### src/rtl/alu_issue_if.sv
// Handshake and payload bundle for the ALU issue stage.
//   in_*   : upstream (register read) -> stage, valid/ready + instruction/pc/operands
//   out_*  : stage -> execute, valid/ready + decoded ALU op, operands and flags
// master : the environment side (drives in_* payload and out_ready)
// slave  : the issue stage itself
interface alu_issue_if #(
  parameter int unsigned XLEN = 64
);
  logic            in_valid;
  logic            in_ready;
  logic [31:0]     in_instr;
  logic [XLEN-1:0] in_pc;
  logic [XLEN-1:0] in_rs1;
  logic [XLEN-1:0] in_rs2;

  logic            out_valid;
  logic            out_ready;
  logic [3:0]      out_alu_c;
  logic [XLEN-1:0] out_a;
  logic [XLEN-1:0] out_b;
  logic            out_word;
  logic [4:0]      out_rd;
  logic            out_illegal;

  modport master (
    output in_valid, in_instr, in_pc, in_rs1, in_rs2, out_ready,
    input  in_ready, out_valid, out_alu_c, out_a, out_b, out_word, out_rd, out_illegal
  );

  modport slave (
    input  in_valid, in_instr, in_pc, in_rs1, in_rs2, out_ready,
    output in_ready, out_valid, out_alu_c, out_a, out_b, out_word, out_rd, out_illegal
  );
endinterface

### src/rtl/alu_issue_stage.sv
// RV64I decode/issue stage in front of the 64-bit ALU.
// Decodes one integer instruction per accepted handshake into an ALU op code and
// final A/B operands, then holds it in a 2-entry skid buffer (main M drives the
// outputs, skid S catches the one extra beat) so in_ready is a plain flop output.
// Ports:
//   clk    rising-edge clock
//   rst_n  asynchronous active-low reset
//   flush  synchronous kill of both buffered entries (and any same-cycle accept)
//   bus    alu_issue_if.slave: in_* handshake/payload, out_* handshake/decoded op
// Only XLEN = 64 is supported.
module alu_issue_stage #(
  parameter int unsigned XLEN = 64
) (
  input  logic         clk,
  input  logic         rst_n,
  input  logic         flush,
  alu_issue_if.slave   bus
);

  typedef enum logic [3:0] {
    ALU_ADD  = 4'd0,
    ALU_SUB  = 4'd1,
    ALU_AND  = 4'd2,
    ALU_OR   = 4'd3,
    ALU_XOR  = 4'd4,
    ALU_SLT  = 4'd5,
    ALU_SLTU = 4'd6,
    ALU_SLL  = 4'd7,
    ALU_SRL  = 4'd8,
    ALU_SRA  = 4'd9
  } alu_op_e;

  typedef struct packed {
    alu_op_e         alu_c;
    logic [XLEN-1:0] a;
    logic [XLEN-1:0] b;
    logic            word;
    logic [4:0]      rd;
    logic            illegal;
  } entry_t;

  // ---------------- decode ----------------
  logic [6:0]      opcode, f7;
  logic [2:0]      f3;
  logic [5:0]      f6;
  logic [XLEN-1:0] imm_i, imm_u, rs1_zw, rs1_sw, rs2_w;
  logic            ill;
  entry_t          dec;

  always_comb begin
    opcode = bus.in_instr[6:0];
    f3     = bus.in_instr[14:12];
    f7     = bus.in_instr[31:25];
    f6     = bus.in_instr[31:26];
    imm_i  = {{(XLEN-12){bus.in_instr[31]}}, bus.in_instr[31:20]};
    imm_u  = {{(XLEN-32){bus.in_instr[31]}}, bus.in_instr[31:12], 12'b0};
    rs1_zw = {{(XLEN-32){1'b0}}, bus.in_rs1[31:0]};
    rs1_sw = {{(XLEN-32){bus.in_rs1[31]}}, bus.in_rs1[31:0]};
    // W-form shift amounts are 5 bits: drop bit 5 of the register shamt
    rs2_w  = {bus.in_rs2[XLEN-1:6], 1'b0, bus.in_rs2[4:0]};
    ill    = 1'b0;
    dec    = '0;
    dec.rd = bus.in_instr[11:7];
    dec.a  = bus.in_rs1;
    dec.b  = bus.in_rs2;
    case (opcode)
      7'b0110011: begin // OP
        if (f7 == 7'h00) begin
          case (f3)
            3'd0: dec.alu_c = ALU_ADD;
            3'd1: dec.alu_c = ALU_SLL;
            3'd2: dec.alu_c = ALU_SLT;
            3'd3: dec.alu_c = ALU_SLTU;
            3'd4: dec.alu_c = ALU_XOR;
            3'd5: dec.alu_c = ALU_SRL;
            3'd6: dec.alu_c = ALU_OR;
            default: dec.alu_c = ALU_AND;
          endcase
        end else if (f7 == 7'h20 && f3 == 3'd0) dec.alu_c = ALU_SUB;
        else if (f7 == 7'h20 && f3 == 3'd5)    dec.alu_c = ALU_SRA;
        else ill = 1'b1;
      end
      7'b0010011: begin // OP-IMM
        dec.b = imm_i;
        case (f3)
          3'd0: dec.alu_c = ALU_ADD;
          3'd2: dec.alu_c = ALU_SLT;
          3'd3: dec.alu_c = ALU_SLTU;
          3'd4: dec.alu_c = ALU_XOR;
          3'd6: dec.alu_c = ALU_OR;
          3'd7: dec.alu_c = ALU_AND;
          3'd1: begin
            dec.b     = {{(XLEN-6){1'b0}}, bus.in_instr[25:20]};
            dec.alu_c = ALU_SLL;
            ill       = (f6 != 6'h00);
          end
          default: begin // 3'd5
            dec.b = {{(XLEN-6){1'b0}}, bus.in_instr[25:20]};
            if (f6 == 6'h00)      dec.alu_c = ALU_SRL;
            else if (f6 == 6'h10) dec.alu_c = ALU_SRA;
            else ill = 1'b1;
          end
        endcase
      end
      7'b0111011: begin // OP-32
        dec.word = 1'b1;
        case (f3)
          3'd0: begin
            if (f7 == 7'h00)      dec.alu_c = ALU_ADD;
            else if (f7 == 7'h20) dec.alu_c = ALU_SUB;
            else ill = 1'b1;
          end
          3'd1: begin
            dec.b     = rs2_w;
            dec.alu_c = ALU_SLL;
            ill       = (f7 != 7'h00);
          end
          3'd5: begin
            dec.b = rs2_w;
            if (f7 == 7'h00) begin
              dec.alu_c = ALU_SRL;
              dec.a     = rs1_zw;
            end else if (f7 == 7'h20) begin
              dec.alu_c = ALU_SRA;
              dec.a     = rs1_sw;
            end else ill = 1'b1;
          end
          default: ill = 1'b1;
        endcase
      end
      7'b0011011: begin // OP-IMM-32
        dec.word = 1'b1;
        dec.b    = {{(XLEN-5){1'b0}}, bus.in_instr[24:20]};
        case (f3)
          3'd0: begin
            dec.b     = imm_i;
            dec.alu_c = ALU_ADD;
          end
          3'd1: begin
            dec.alu_c = ALU_SLL;
            ill       = (f7 != 7'h00);
          end
          3'd5: begin
            if (f7 == 7'h00) begin
              dec.alu_c = ALU_SRL;
              dec.a     = rs1_zw;
            end else if (f7 == 7'h20) begin
              dec.alu_c = ALU_SRA;
              dec.a     = rs1_sw;
            end else ill = 1'b1;
          end
          default: ill = 1'b1;
        endcase
      end
      7'b0110111: begin // LUI
        dec.alu_c = ALU_ADD;
        dec.a     = '0;
        dec.b     = imm_u;
      end
      7'b0010111: begin // AUIPC
        dec.alu_c = ALU_ADD;
        dec.a     = bus.in_pc;
        dec.b     = imm_u;
      end
      default: ill = 1'b1;
    endcase
    if (ill) begin
      dec.alu_c   = ALU_ADD;
      dec.a       = '0;
      dec.b       = '0;
      dec.word    = 1'b0;
      dec.illegal = 1'b1;
    end
  end

  // ---------------- skid buffer ----------------
  logic   m_valid_q, m_valid_d, s_valid_q, s_valid_d;
  entry_t m_q, m_d, s_q, s_d;
  logic   accept, pop;

  always_comb begin
    accept    = bus.in_valid & ~s_valid_q;
    pop       = m_valid_q & bus.out_ready;
    m_valid_d = m_valid_q;
    s_valid_d = s_valid_q;
    m_d       = m_q;
    s_d       = s_q;
    if (flush) begin
      m_valid_d = 1'b0;
      s_valid_d = 1'b0;
    end else if (pop && s_valid_q) begin
      // S is full only while in_ready=0, so no accept can coincide here
      m_d       = s_q;
      s_valid_d = 1'b0;
    end else if (accept && (!m_valid_q || pop)) begin
      m_d       = dec;
      m_valid_d = 1'b1;
    end else if (accept) begin
      s_d       = dec;
      s_valid_d = 1'b1;
    end else if (pop) begin
      m_valid_d = 1'b0;
    end
  end

  always_ff @(posedge clk or negedge rst_n) begin
    if (!rst_n) begin
      m_valid_q <= 1'b0;
      s_valid_q <= 1'b0;
      m_q       <= '0;
      s_q       <= '0;
    end else begin
      m_valid_q <= m_valid_d;
      s_valid_q <= s_valid_d;
      m_q       <= m_d;
      s_q       <= s_d;
    end
  end

  assign bus.in_ready    = ~s_valid_q;
  assign bus.out_valid   = m_valid_q;
  assign bus.out_alu_c   = m_q.alu_c;
  assign bus.out_a       = m_q.a;
  assign bus.out_b       = m_q.b;
  assign bus.out_word    = m_q.word;
  assign bus.out_rd      = m_q.rd;
  assign bus.out_illegal = m_q.illegal;

endmodule
### src/flat_wrapper.sv
// flat-port wrapper written by rule: the top's interface ports become plain ports
module alu_issue_stage_flat 
#(
  parameter int unsigned XLEN = 64
)
  (clk, rst_n, flush, bus_in_valid, bus_in_instr, bus_in_pc, bus_in_rs1, bus_in_rs2, bus_out_ready, bus_in_ready, bus_out_valid, bus_out_alu_c, bus_out_a, bus_out_b, bus_out_word, bus_out_rd, bus_out_illegal);
  alu_issue_if #(.XLEN(XLEN)) bus_i ();
  input  logic clk;
  input  logic rst_n;
  input  logic flush;
  input wire logic [$bits(bus_i.in_valid)-1:0] bus_in_valid;
  input wire logic [$bits(bus_i.in_instr)-1:0] bus_in_instr;
  input wire logic [$bits(bus_i.in_pc)-1:0] bus_in_pc;
  input wire logic [$bits(bus_i.in_rs1)-1:0] bus_in_rs1;
  input wire logic [$bits(bus_i.in_rs2)-1:0] bus_in_rs2;
  input wire logic [$bits(bus_i.out_ready)-1:0] bus_out_ready;
  output wire logic [$bits(bus_i.in_ready)-1:0] bus_in_ready;
  output wire logic [$bits(bus_i.out_valid)-1:0] bus_out_valid;
  output wire logic [$bits(bus_i.out_alu_c)-1:0] bus_out_alu_c;
  output wire logic [$bits(bus_i.out_a)-1:0] bus_out_a;
  output wire logic [$bits(bus_i.out_b)-1:0] bus_out_b;
  output wire logic [$bits(bus_i.out_word)-1:0] bus_out_word;
  output wire logic [$bits(bus_i.out_rd)-1:0] bus_out_rd;
  output wire logic [$bits(bus_i.out_illegal)-1:0] bus_out_illegal;
  assign bus_i.in_valid = bus_in_valid;
  assign bus_i.in_instr = bus_in_instr;
  assign bus_i.in_pc = bus_in_pc;
  assign bus_i.in_rs1 = bus_in_rs1;
  assign bus_i.in_rs2 = bus_in_rs2;
  assign bus_i.out_ready = bus_out_ready;
  assign bus_in_ready = bus_i.in_ready;
  assign bus_out_valid = bus_i.out_valid;
  assign bus_out_alu_c = bus_i.out_alu_c;
  assign bus_out_a = bus_i.out_a;
  assign bus_out_b = bus_i.out_b;
  assign bus_out_word = bus_i.out_word;
  assign bus_out_rd = bus_i.out_rd;
  assign bus_out_illegal = bus_i.out_illegal;
  alu_issue_stage #(.XLEN(XLEN)) u_core (.clk(clk), .rst_n(rst_n), .flush(flush), .bus(bus_i));
endmodule
### config.mk
export PLATFORM = sky130hd
export DESIGN_NAME = alu_issue_stage_flat
export DESIGN_NICKNAME = d
export VERILOG_FILES = /design/src/rtl/alu_issue_if.sv /design/src/rtl/alu_issue_stage.sv /design/src/flat_wrapper.sv
export SDC_FILE = /design/constraint.sdc
export NUM_CORES = 1
export LEC_CHECK = 0
export ABC_AREA = 1
export BUFFER_PORTS_ARGS = -buffer_cell sky130_fd_sc_hd__buf_4
export CAP_MARGIN = 0
export CORE_MARGIN = 3
export CORE_UTILIZATION = 45
export CTS_CLUSTER_SIZE = 10
export DETAILED_ROUTE_END_ITERATION = 6
export MAX_ROUTING_LAYER = met4
export PLACE_DENSITY_LB_ADDON = 0.15
export REMOVE_ABC_BUFFERS = 1
export SLEW_MARGIN = 20
export SYNTH_ARGS = -nofsm -noshare
export SYNTH_HDL_FRONTEND = slang
export SYNTH_SLANG_ARGS = --single-unit
### constraint.sdc
create_clock -name clk -period 5.24 [get_ports clk]
set_clock_uncertainty 0.15 [all_clocks]
set_input_delay 0.524 -clock clk [delete_from_list [all_inputs] [get_ports clk]]
set_output_delay 0.524 -clock clk [all_outputs]
set_load 0.02 [all_outputs]
======== Yosys cells after proc, flatten, opt, wreduce, memory -nomap -nowiden ========
Cells that the tools add are included.
word-level totals
  flip-flop bits (word level) ............. 280
  bits in latches ......................... 0
  memory bits (writable) .................. 0
  memory bits (read-only) ................. 0
  input bits .............................. 229
  output and inout port bits .............. 141
  memories kept ........................... 0
cells by class
  add/subtract/negate cells ............... 0
  multipliers ............................. 0
  div/mod/pow operators ................... 0
  order comparisons ....................... 0
  equal/unequal tests ..................... 18
  shifts and indexed selects .............. 0
  multiplexer cells ....................... 45
  bitwise logic cells ..................... 6
  reductions and logical operators ........ 23
operator list
  cell                  number
  $mux W139             2
  $pmux W64 S4          1
  $mux W64              3
  $pmux W64 S3          1
  $mux W68              2
  $mux W133             1
  $pmux W4 S7           2
  $eq A7 B6 Y1 const B  4
  $mux W4               6
  $eq A7 B5 Y1 const B  3
  $mux W1               19
  $pmux W4 S4           1
  $eq A3 B3 Y1 const B  4
  $pmux W4 S3           1
  $pmux W4 S2           1
  $reduce_or A2 Y1      4
  $logic_not A7 Y1      1
  $reduce_bool A7 Y1    1
  $eq A3 B2 Y1 const B  2
  $eq A6 B5 Y1 const B  1
  $logic_not A6 Y1      1
  $mux W6               1
  $reduce_bool A3 Y1    2
  $reduce_bool A6 Y1    1
  18 further kinds      27

======== Longest topological paths before layout ========
Gate-level depths: netlist (run 1).
  depth in word-level cells ............... 9
  depth in mapped cells ................... 14
  depth with buffers taken out ............ 13

======== Least setup slack after synthesis (run 1) ========
No wires, ideal clock.
  kind .................................... input-to-reg
  start point ............................. input port bus_in_instr[2]
  end point ............................... register u_core.s_q[105] (netlist bit)
  setup time .............................. 0.132 ns
  data arrival time ....................... 1.797 ns
  slack ................................... 3.160 ns
  cell stages on the path ................. 11
  path buffers ............................ 1
  cells stage by stage .................... inv_1 -> nand2_1 -> nor2_1 -> nand2_1 -> nand2_1 -> inv_1 -> clkbuf_1 -> nand2_1 -> nand3_1 -> nand3_1 -> o21ai_1
on the way
  longest elaborated chain between the ends .. 4
  elaborated cells on any way between the ends .. 11
  those cells by class .................... eq/ne (6); mux (3); reduce/logical (2)
RTL lines
  element                                              RTL line                text
  from (decl)                                          flat_wrapper.sv:12      input wire logic [$bits(bus_i.in_instr)-1:0] bus_in_instr;
  $eq A7 B6 Y1 / $eq A7 B5 Y1 (equally long branches)  alu_issue_stage.sv:66   case (opcode)
  $reduce_or A2 Y1 (no source line)                    --
  $pmux W1 S5 / $pmux W64 S3 (equally long branches)   alu_issue_stage.sv:66
  $mux W133 *                                          alu_issue_stage.sv:167  if (ill) begin
  to (signal assigned)                                 alu_issue_stage.sv:211  s_q <= '0;
  to (signal assigned)                                 alu_issue_stage.sv:216  s_q <= s_d;
  to (decl)                                            alu_issue_stage.sv:178  entry_t m_q, m_d, s_q, s_d;
Mark *: on every way between the ends. The rest lies on a longest branch, timed or not.
A chain may end at the register's enable or synchronous reset.

======== Worst setup path after layout (run 1) ========
  start point ............................. input port bus_in_instr[1]
  end point ............................... register u_core.s_q[26] (netlist bit)
on the way
  longest elaborated chain between the ends .. 4
  elaborated cells on any way between the ends .. 10
  those cells by class .................... eq/ne (6); mux (3); reduce/logical (1)
RTL lines
  element                                              RTL line
  $eq A7 B6 Y1 / $eq A7 B5 Y1 (equally long branches)  alu_issue_stage.sv:66
  $reduce_or A2 Y1 (no source line)                    --
  $pmux W1 S5 / $pmux W64 S4 (equally long branches)   alu_issue_stage.sv:66
  $mux W133 *                                          alu_issue_stage.sv:167
Marks and branches as above.

==> reports/results.txt, run 1 <==
pre-CTS setup slack = 1.759 ns
Post-DRT Antenna Nets = 0
Post-DP Area = 17780 um2
Least-Margin Pin Slew = 1.091 ns
critical-path maximum fanout = 40
syn avg cell area = 7.230 um2
WL per Instance = 16.87 um
filler instances = 3049
top_reg_cell synth = dfrtp_1
Post-Synthesis Cell Area = 14840 um2
count of unique library cells instantiated by Yosys = 29
Avg Vias per Cell = 5.347
Core Util, Final = 0.5859
endpoints failing hold = 0
ranking of synthesized cells by area = dfrtp_1 (47%), nand2_1 (18%), a21oi_1 (8.2%), nor2_1 (6.3%), nand3_1 (4.1%)
DRC = 0
hpwl dp = 29240 um
Finished Cell Area = 18770 um2
CTS tree = built
Max VDD drop = 173.3 uV
Slew Limit Fails = 0
top cells by count, synth = nand2_1 (705), dfrtp_1 (280), nor2_1 (248)
Hold-fix buffers, CTS = 1
width of the die = 187.6 um
clk_lat worst skew = 0.50 ns
Area Growth Syn to Fin = 26.55%
num ports = 370
area of the core = 32040 um2
RSZ-0062 raised after global routing = false
ys async rst share = 1.000
warnings from Yosys = 0
hold slack = 0.1278 ns
port bufs = 369
global-route wire length before repair = 75760 um
area of the multi-input gates = 6943 um2
Fmax = 337.2 MHz
GPL Wtd Cong = 0.9068
antenna violations before repair = 1
worst rel slew slack = 0.2729
largest net degree at the start of global routing = 145
H-tree depth = 2
Post-synth EDFFs = 0
total grt overflow = 0
worst hold path startpoint = flush
Worst R2R Start = u_core.s_valid_q$_DFFE_PN0P_
row count = 65
Max Cap Viol = 0
Routed WL = 46890 um
total power = 5.878 mW
Synth top area share = 0.4723
crit share post-route = 0.5660
status = completed
number of synthesized register bits = 280
number of global-route vias before repair = 14720
CTS buffer count = 34
count leader, synth = nand2_1
Tot GR Track Use = 0.2673
setup repair bufs after CTS = 0
Mapped Cells = 2052
Setup Crit Path Kind = in -> reg
share of cells above drive strength 1 = 0.2023
drt first pass iters = 5
crit path time final = 2.966 ns
Seq/Total Area, Yosys = 0.4723
crit path DAT = 3.24 ns
Die ar. = 35180 um2
leakage = 9.795 nW
Starting Density = 0.4630
Hold Path Class = in -> reg
Initial DRC Count = 1229
clk sinks = 280
Worst setup EP type = flop
Worst-path clk slew = 0.06 ns
maximum clock insertion buffer count = 3
Critical Path RT = 5.51 ns
Startpoint Class = input port
via count = 14860
Final WS setup = 2.274 ns
cell accounting for the most synthesized area = dfrtp_1
die height = 187.6 um
layout net count = 2564
register area = 7007 um2
CTS resizes = 0
Root Driver = clkbuf_16
Critical path origin = bus_in_instr[1]
power density over the cells = 313.1 nW/um2
Setup violations, final = 0
## registers in the layout, indices dropped and copies added, names as in the netlist
name and count:
u_core.s_q 139, u_core.bus.out_rd 5, u_core.s_valid_q 1, u_core.bus.out_valid 1
u_core.bus.out_illegal 1, u_core.bus.out_word 1, u_core.bus.out_alu_c 4, u_core.bus.out_a 64
u_core.bus.out_b 64
## worst max-delay path: stages
cell and delay (ns):
buf_4 0.10, nand2_1 0.11, nor2_1 0.10, nand2_1 0.06
buf_4 0.34, nand2_1 0.29, nor2_4 0.88, buf_4 0.38
nand2_1 0.07, nand2_1 0.07, nand3_1 0.09, o21ai_1 0.19
## worst paths after layout
check                                                   endpoint  depth (start not counted)  slack (ns)
worst max-delay path                  u_core.s_q[26]$_DFFE_PN0P_                         12        2.27
worst min-delay path                u_core.s_valid_q$_DFFE_PN0P_                          2        0.13
worst max register to register  u_core.bus.out_a[10]$_DFFE_PN0P_                          9        2.45
worst min register to register  u_core.bus.out_b[43]$_DFFE_PN0P_                          2        0.33
max in group asynchronous       u_core.bus.out_a[26]$_DFFE_PN0P_                          3        3.25
min in group asynchronous        u_core.bus.out_b[0]$_DFFE_PN0P_                          2        0.41
## power breakdown
part           internal (mW)  total, mW  switching (mW)
sequential              2.38       2.52           0.135
clock                   1.30       2.16           0.859
combinational          0.501       1.20           0.696
## routing by layer
layer	track usage	routed length (um)
met4	0.1045	1611
met2	0.4285	22330
met5	-	0
met1	0.3458	20120
met3	0.03702	2829
## cell type report
cell class	instances	share of cell area
Clock inverter	1	0.001599
Antenna cell	1	0.0001333
Multi-Input combinational cell	1551	0.3698
Timing Repair Buffer	393	0.1603
Sequential cell	280	0.3732
Clock buffer	43	0.05052
Inverter	75	0.01539
Tap cell	435	0.02899
## stage by stage
| step | setup TNS, ns | std cells |
|---|---|---|
| after floorplan | -1202.60 | 1906 |
| after global placement | 0 | 2733 |
| after detailed placement | 0 | 2733 |
| after CTS | 0 | 2778 |
| after global routing | 0 | 2779 |
| final | 0 | 2779 |
## cell usage in the layout, fill, tap and decap left out, drive strengths merged
| cell type | Yosys | routed |
|---|---|---|
| clkbuf | 116 | 43 |
| o2111ai | 5 | 5 |
| a21oi | 244 | 244 |
| nor3 | 2 | 2 |
| bufinv | 0 | 1 |
| a22o | 31 | 31 |
| a31oi | 5 | 5 |
| nand4 | 2 | 2 |
| o211ai | 4 | 4 |
| dlygate4sd3 | 0 | 1 |
| inv | 74 | 74 |
| clkinv | 1 | 1 |
| o22ai | 4 | 4 |
| o31ai | 1 | 1 |
| a21boi | 1 | 1 |
| dfrtp | 280 | 280 |
| o21ai | 143 | 143 |
| nand3 | 152 | 152 |
| nor2 | 250 | 250 |
| diode | 0 | 1 |
| buf | 30 | 392 |
| nand3b | 1 | 1 |
| nand2 | 706 | 706 |
## cell families after synthesis
| kind of cell | share of synthesized area |
|---|---|
| and+or+nand+nor | 0.3058 |
| AOI/OAI and AO/OA | 0.1589 |
| DFF | 0.4723 |
| buffers and inverters | 0.06300 |
(Power assumes the default switching activity.)
==> inputs of run 2 (changes only) <==
clock period = 2.39 ns   (was 5.24 ns; I/O delays follow)
==> reports/results.txt, run 2 (synthesis gave the netlist of run 1 again) <==
status = completed
Least-Margin Pin Slew = 0.5900 ns
Max Cap Viol = 0
Slew Limit Fails = 0
critical-path maximum fanout = 51
clk_lat worst skew = 0.49 ns
Hold Path Class = in -> reg
cell family with most CP delay = buffers and inverters
total power = 12.95 mW
logic gate share of total power = 0.214
commonest non-fill, non-tap cell in the layout = nand2_1
CP cell instances = inv_1, nand2_1, nor2_1, nand2_1, o21ai_4, buf_4, nor2_1, a21oi_1
area of the core = 32040 um2
Worst setup EP type = flop
delay of the slowest cell on the worst path = 0.55 ns
Setup violations, final = 0
filler instances = 2917
hpwl dp = 31910 um
Setup Crit Path Kind = reg -> reg
WP buf/inv = 2
Max VDD drop = 432.3 uV
leakage = 10.32 nW
switching pwr = 3.733 mW
Fmax = 453.3 MHz
worst rel slew slack = 0.6067
die height = 187.6 um
wire length on met3 = 3327 um
Post-DRT Antenna Nets = 0
H-tree depth = 2
crit path time final = 2.206 ns
Slowest-stage cell, CP = buf_4
total grt overflow = 0
RSZ-0062 raised after global routing = false
Routed WL = 48990 um
row count = 65
Core Util, Final = 0.6219
Tot GR Track Use = 0.2809
clk sinks = 280
layout net count = 2659
maximum clock insertion buffer count = 3
Pint = 9.212 mW
Sequential Power Share = 0.427
number of global-route vias before repair = 15070
CTS tree = built
global-route wire length before repair = 79070 um
Clock power frac = 0.359
Die ar. = 35180 um2
share of cells above drive strength 1 = 0.2084
antenna violations before repair = 1
crit path DAT = 2.46 ns
power density over the cells = 649.6 nW/um2
num ports = 370
setup repair bufs after CTS = 0
hold slack = 0.01230 ns
Area Growth Syn to Fin = 34.33%
max FFs per register = 139
Max Used Layer = met4
Met2 Wirelength = 23100 um
width of the die = 187.6 um
area of the multi-input gates = 6943 um2
Starting Density = 0.4630
largest net degree at the start of global routing = 79
DRC = 0
via count = 15380
WL per Instance = 17.04 um
Top reg by flops = u_core.s_q
endpoints failing hold = 0
met1 wire length = 20930 um
Initial DRC Count = 1238
register area = 7007 um2
CTS buffer count = 34
Root Driver = clkbuf_16
drt first pass iters = 6
sw frac = 0.2884
crit share post-route = 0.9230
Critical Path RT = 2.64 ns
port bufs = 369
Worst-path clk slew = 0.06 ns
GPL Wtd Cong = 0.8750
Startpoint Class = flop
commonest non-fill, non-tap cells in the layout = nand2_1 (704), buf_4 (396), dfrtp_1 (280)
Avg Vias per Cell = 5.352
run 2: changes by cell type in the layout (fill, tap and decap cells not counted), sizes merged:
cell         previous run  this run
buf                   392       425
bufinv                  1         0
clkinv                  1         2
dlygate4sd3             1        63
run 2: worst register-to-register path, cell delays in order, from the launching register on:
cell and delay (ns):
dfrtp_1 0.41, inv_1 0.14, nand2_1 0.06, nor2_1 0.21
nand2_1 0.15, o21ai_4 0.15, buf_4 0.55, nor2_1 0.14
a21oi_1 0.16
run 2: repair_timing:
item	in CTS	in global routing
endpoints found under the setup margin	0	0
gates resized for setup	0	0
hold endpoints to repair	248	0
hold buffers	63	0
run 2: final timing paths:
kind | from | to | slack, ns | cells past startpoint
min | bus_in_rs2[36] | u_core.s_q[43]$_DFFE_PN0P_ | 0.01 | 5
max in group asynchronous | rst_n | u_core.s_q[90]$_DFFE_PN0P_ | 1.14 | 3
min reg2reg | u_core.bus.out_b[42]$_DFFE_PN0P_ | u_core.bus.out_b[42]$_DFFE_PN0P_ | 0.33 | 2
max | u_core.s_valid_q$_DFFE_PN0P_ | u_core.bus.out_a[19]$_DFFE_PN0P_ | 0.18 | 8
min in group asynchronous | rst_n | u_core.s_q[7]$_DFFE_PN0P_ | 0.12 | 2
max reg2reg | u_core.s_valid_q$_DFFE_PN0P_ | u_core.bus.out_a[19]$_DFFE_PN0P_ | 0.18 | 8
run 2: power by group through the flow:
stage	combinational [mW]	sequential [mW]	clock, mW
after floorplan	0.865	6.01	0
after global placement	2.65	5.60	0
after detailed placement	2.69	5.60	0
after CTS	2.79	5.53	4.74
after global routing	3.02	5.58	4.90
final	2.77	5.53	4.65
run 2: through the flow:
step,setup TNS (ns),instances,worst slack (ns),area (um2)
after global placement,0,2766,0.06852,18330
after CTS,0,2873,0.1627,19930
after global routing,0,2874,0.01132,19930
final,0,2874,0.1840,19930
after detailed placement,0,2766,0.04387,18330
after floorplan,-1984.92,1906,-11.67,14180
run 2: metal layers:
layer,up-vias,track usage
met2,604,0.4414
met4,0,0.1019
met1,7257,0.3728
li1,7421,-
met3,100,0.04150
met5,-,-
run 2: layout make-up:
type,instances,share of cell area
Antenna cell,1,0.0001256
Clock buffer,43,0.04809
Clock inverter,1,0.0002511
Inverter,75,0.01450
Multi-Input combinational cell,1551,0.3484
Sequential cell,280,0.3516
Tap cell,435,0.02731
Timing Repair Buffer,488,0.2097
==> inputs of run 3 (changes only) <==
BUFFER_PORTS_ARGS = -buffer_cell sky130_fd_sc_hd__buf_2   (was -buffer_cell sky130_fd_sc_hd__buf_4)
==> reports/results.txt, run 3 (synthesis gave the netlist of run 1 again) <==
via count = 15290
WL per Instance = 16.73 um
power density over the cells = 676.2 nW/um2
Hold Path Class = in -> reg
Setup Crit Path Kind = in -> reg
Tot GR Track Use = 0.2720
Avg Vias per Cell = 5.321
drt first pass iters = 6
port bufs = 369
Area Growth Syn to Fin = 28.09%
GPL Wtd Cong = 0.9215
RSZ-0062 raised after global routing = false
area of the core = 32040 um2
hpwl dp = 31210 um
CTS tree = built
critical-path maximum fanout = 10
sw frac = 0.2893
Startpoint Class = input port
Slew Limit Fails = 0
die height = 187.6 um
Routed WL = 48070 um
status = completed
antenna violations before repair = 0
max FFs per register = 139
Worst-path clk slew = 0.05 ns
commonest non-fill, non-tap cell in the layout = nand2_1
number of global-route vias before repair = 14800
Die ar. = 35180 um2
share of cells above drive strength 1 = 0.2108
Root Driver = clkbuf_16
register area = 7007 um2
Setup violations, final = 0
commonest non-fill, non-tap cells in the layout = nand2_1 (704), buf_2 (368), dfrtp_1 (280)
Fmax = 473.1 MHz
endpoints failing hold = 0
CTS buffer count = 35
maximum clock insertion buffer count = 3
Clock power frac = 0.380
Pint = 9.133 mW
global-route wire length before repair = 77180 um
row count = 65
Sequential Power Share = 0.430
Initial DRC Count = 1218
Critical path origin = bus_in_instr[2]
Worst R2R Start = u_core.s_valid_q$_DFFE_PN0P_
num ports = 370
logic gate share of total power = 0.190
switching pwr = 3.717 mW
leakage = 10.04 nW
clk_lat worst skew = 0.49 ns
Post-DRT Antenna Nets = 0
pre-CTS setup slack = 0.1822 ns
crit share post-route = 0.8844
setup repair bufs after CTS = 0
worst rel slew slack = 0.6505
crit path DAT = 2.32 ns
clk sinks = 280
Top reg by flops = u_core.s_q
Final WS setup = 0.2764 ns
Critical Path RT = 2.60 ns
DRC = 0
crit path time final = 2.114 ns
area of the multi-input gates = 6943 um2
Starting Density = 0.4630
width of the die = 187.6 um
largest net degree at the start of global routing = 122
layout net count = 2657
worst hold path startpoint = bus_in_instr[20]
Max Cap Viol = 0
hold slack = 0.01523 ns
Worst setup EP type = flop
Inserted Diodes = 0
H-tree depth = 2
Least-Margin Pin Slew = 0.5242 ns
total grt overflow = 0
filler instances = 3014
Max VDD drop = 403.2 uV
## run 3: cell types whose count changed in the layout (fill, tap and decap cells not counted)
cell	change
buf_2	+368
buf_4	-364
buf_12	-4
clkbuf_8	+4
dlygate4sd3_1	-4
clkbuf_1	-2
buf_6	+1
bufinv_16	+1
diode_2	-1
## run 3: metal layers
| metal | track usage | wire length, um | vias to the layer above |
|---|---|---|---|
| met2 | 0.4370 | 22810 | 551 |
| met3 | 0.03403 | 3011 | 92 |
| met5 | - | 0 | - |
| met1 | 0.3617 | 20760 | 7242 |
| li1 | - | - | 7402 |
| met4 | 0.08571 | 1490 | 0 |
## run 3: cell type report
type | count | share of cell area
multi-input combinational | 1551 | 0.3654
timing repair buffer | 485 | 0.1673
inverter | 75 | 0.01521
clock inverter | 2 | 0.001844
sequential | 280 | 0.3687
tap | 435 | 0.02864
clock buffer | 45 | 0.05294
## run 3: final timing paths
check / to / slack, ns / depth (start not counted)
worst min register to register: u_core.bus.out_b[55]$_DFFE_PN0P_ / 0.32 / 2
max in group asynchronous: u_core.bus.out_a[59]$_DFFE_PN0P_ / 1.15 / 4
worst min-delay path: u_core.s_q[7]$_DFFE_PN0P_ / 0.02 / 5
worst max register to register: u_core.bus.out_a[33]$_DFFE_PN0P_ / 0.28 / 9
min in group asynchronous: u_core.bus.out_b[4]$_DFFE_PN0P_ / 0.09 / 2
worst max-delay path: u_core.s_q[9]$_DFFE_PN0P_ / 0.28 / 14
## run 3: worst max-delay path: stages
cell,delay [ns]
buf_2,0.11
inv_1,0.10
nand2_1,0.06
nor2_1,0.24
nand2_1,0.21
nand2_1,0.14
buf_4,0.15
o21ai_1,0.06
buf_4,0.19
nand2_1,0.08
nand2_1,0.04
dlygate4sd3_1,0.56
nand3_2,0.08
o21ai_1,0.06
## run 3: through the flow
| stage | setup TNS [ns] | total power, mW | utilization | area, um2 | std cells |
|---|---|---|---|---|---|
| final | 0 | 12.85 | 0.5931 | 19000 | 2873 |
| after global routing | 0 | 13.44 | 0.5931 | 19000 | 2873 |
| after CTS | 0 | 12.96 | 0.5929 | 19000 | 2873 |
| after detailed placement | 0 | 7.965 | 0.5420 | 17370 | 2767 |
| after global placement | 0 | 7.921 | 0.5420 | 17370 | 2767 |
| after floorplan | -1984.92 | 6.874 | - | 14180 | 1906 |
## run 3: repair_timing
action	4_1_cts	5_1_grt
resized for setup	0	1
hold endpoints to repair	346	0
endpoints found under the setup margin	0	1
hold buffers	59	0
## run 3: power groups by stage
stage / Sequential [mW] / Combinational, mW / Clock (mW)
after floorplan: 6.01 / 0.865 / 0
after detailed placement: 5.59 / 2.37 / 0
after CTS: 5.52 / 2.46 / 4.98
after global placement: 5.59 / 2.33 / 0
after global routing: 5.58 / 2.68 / 5.19
final: 5.52 / 2.44 / 4.88
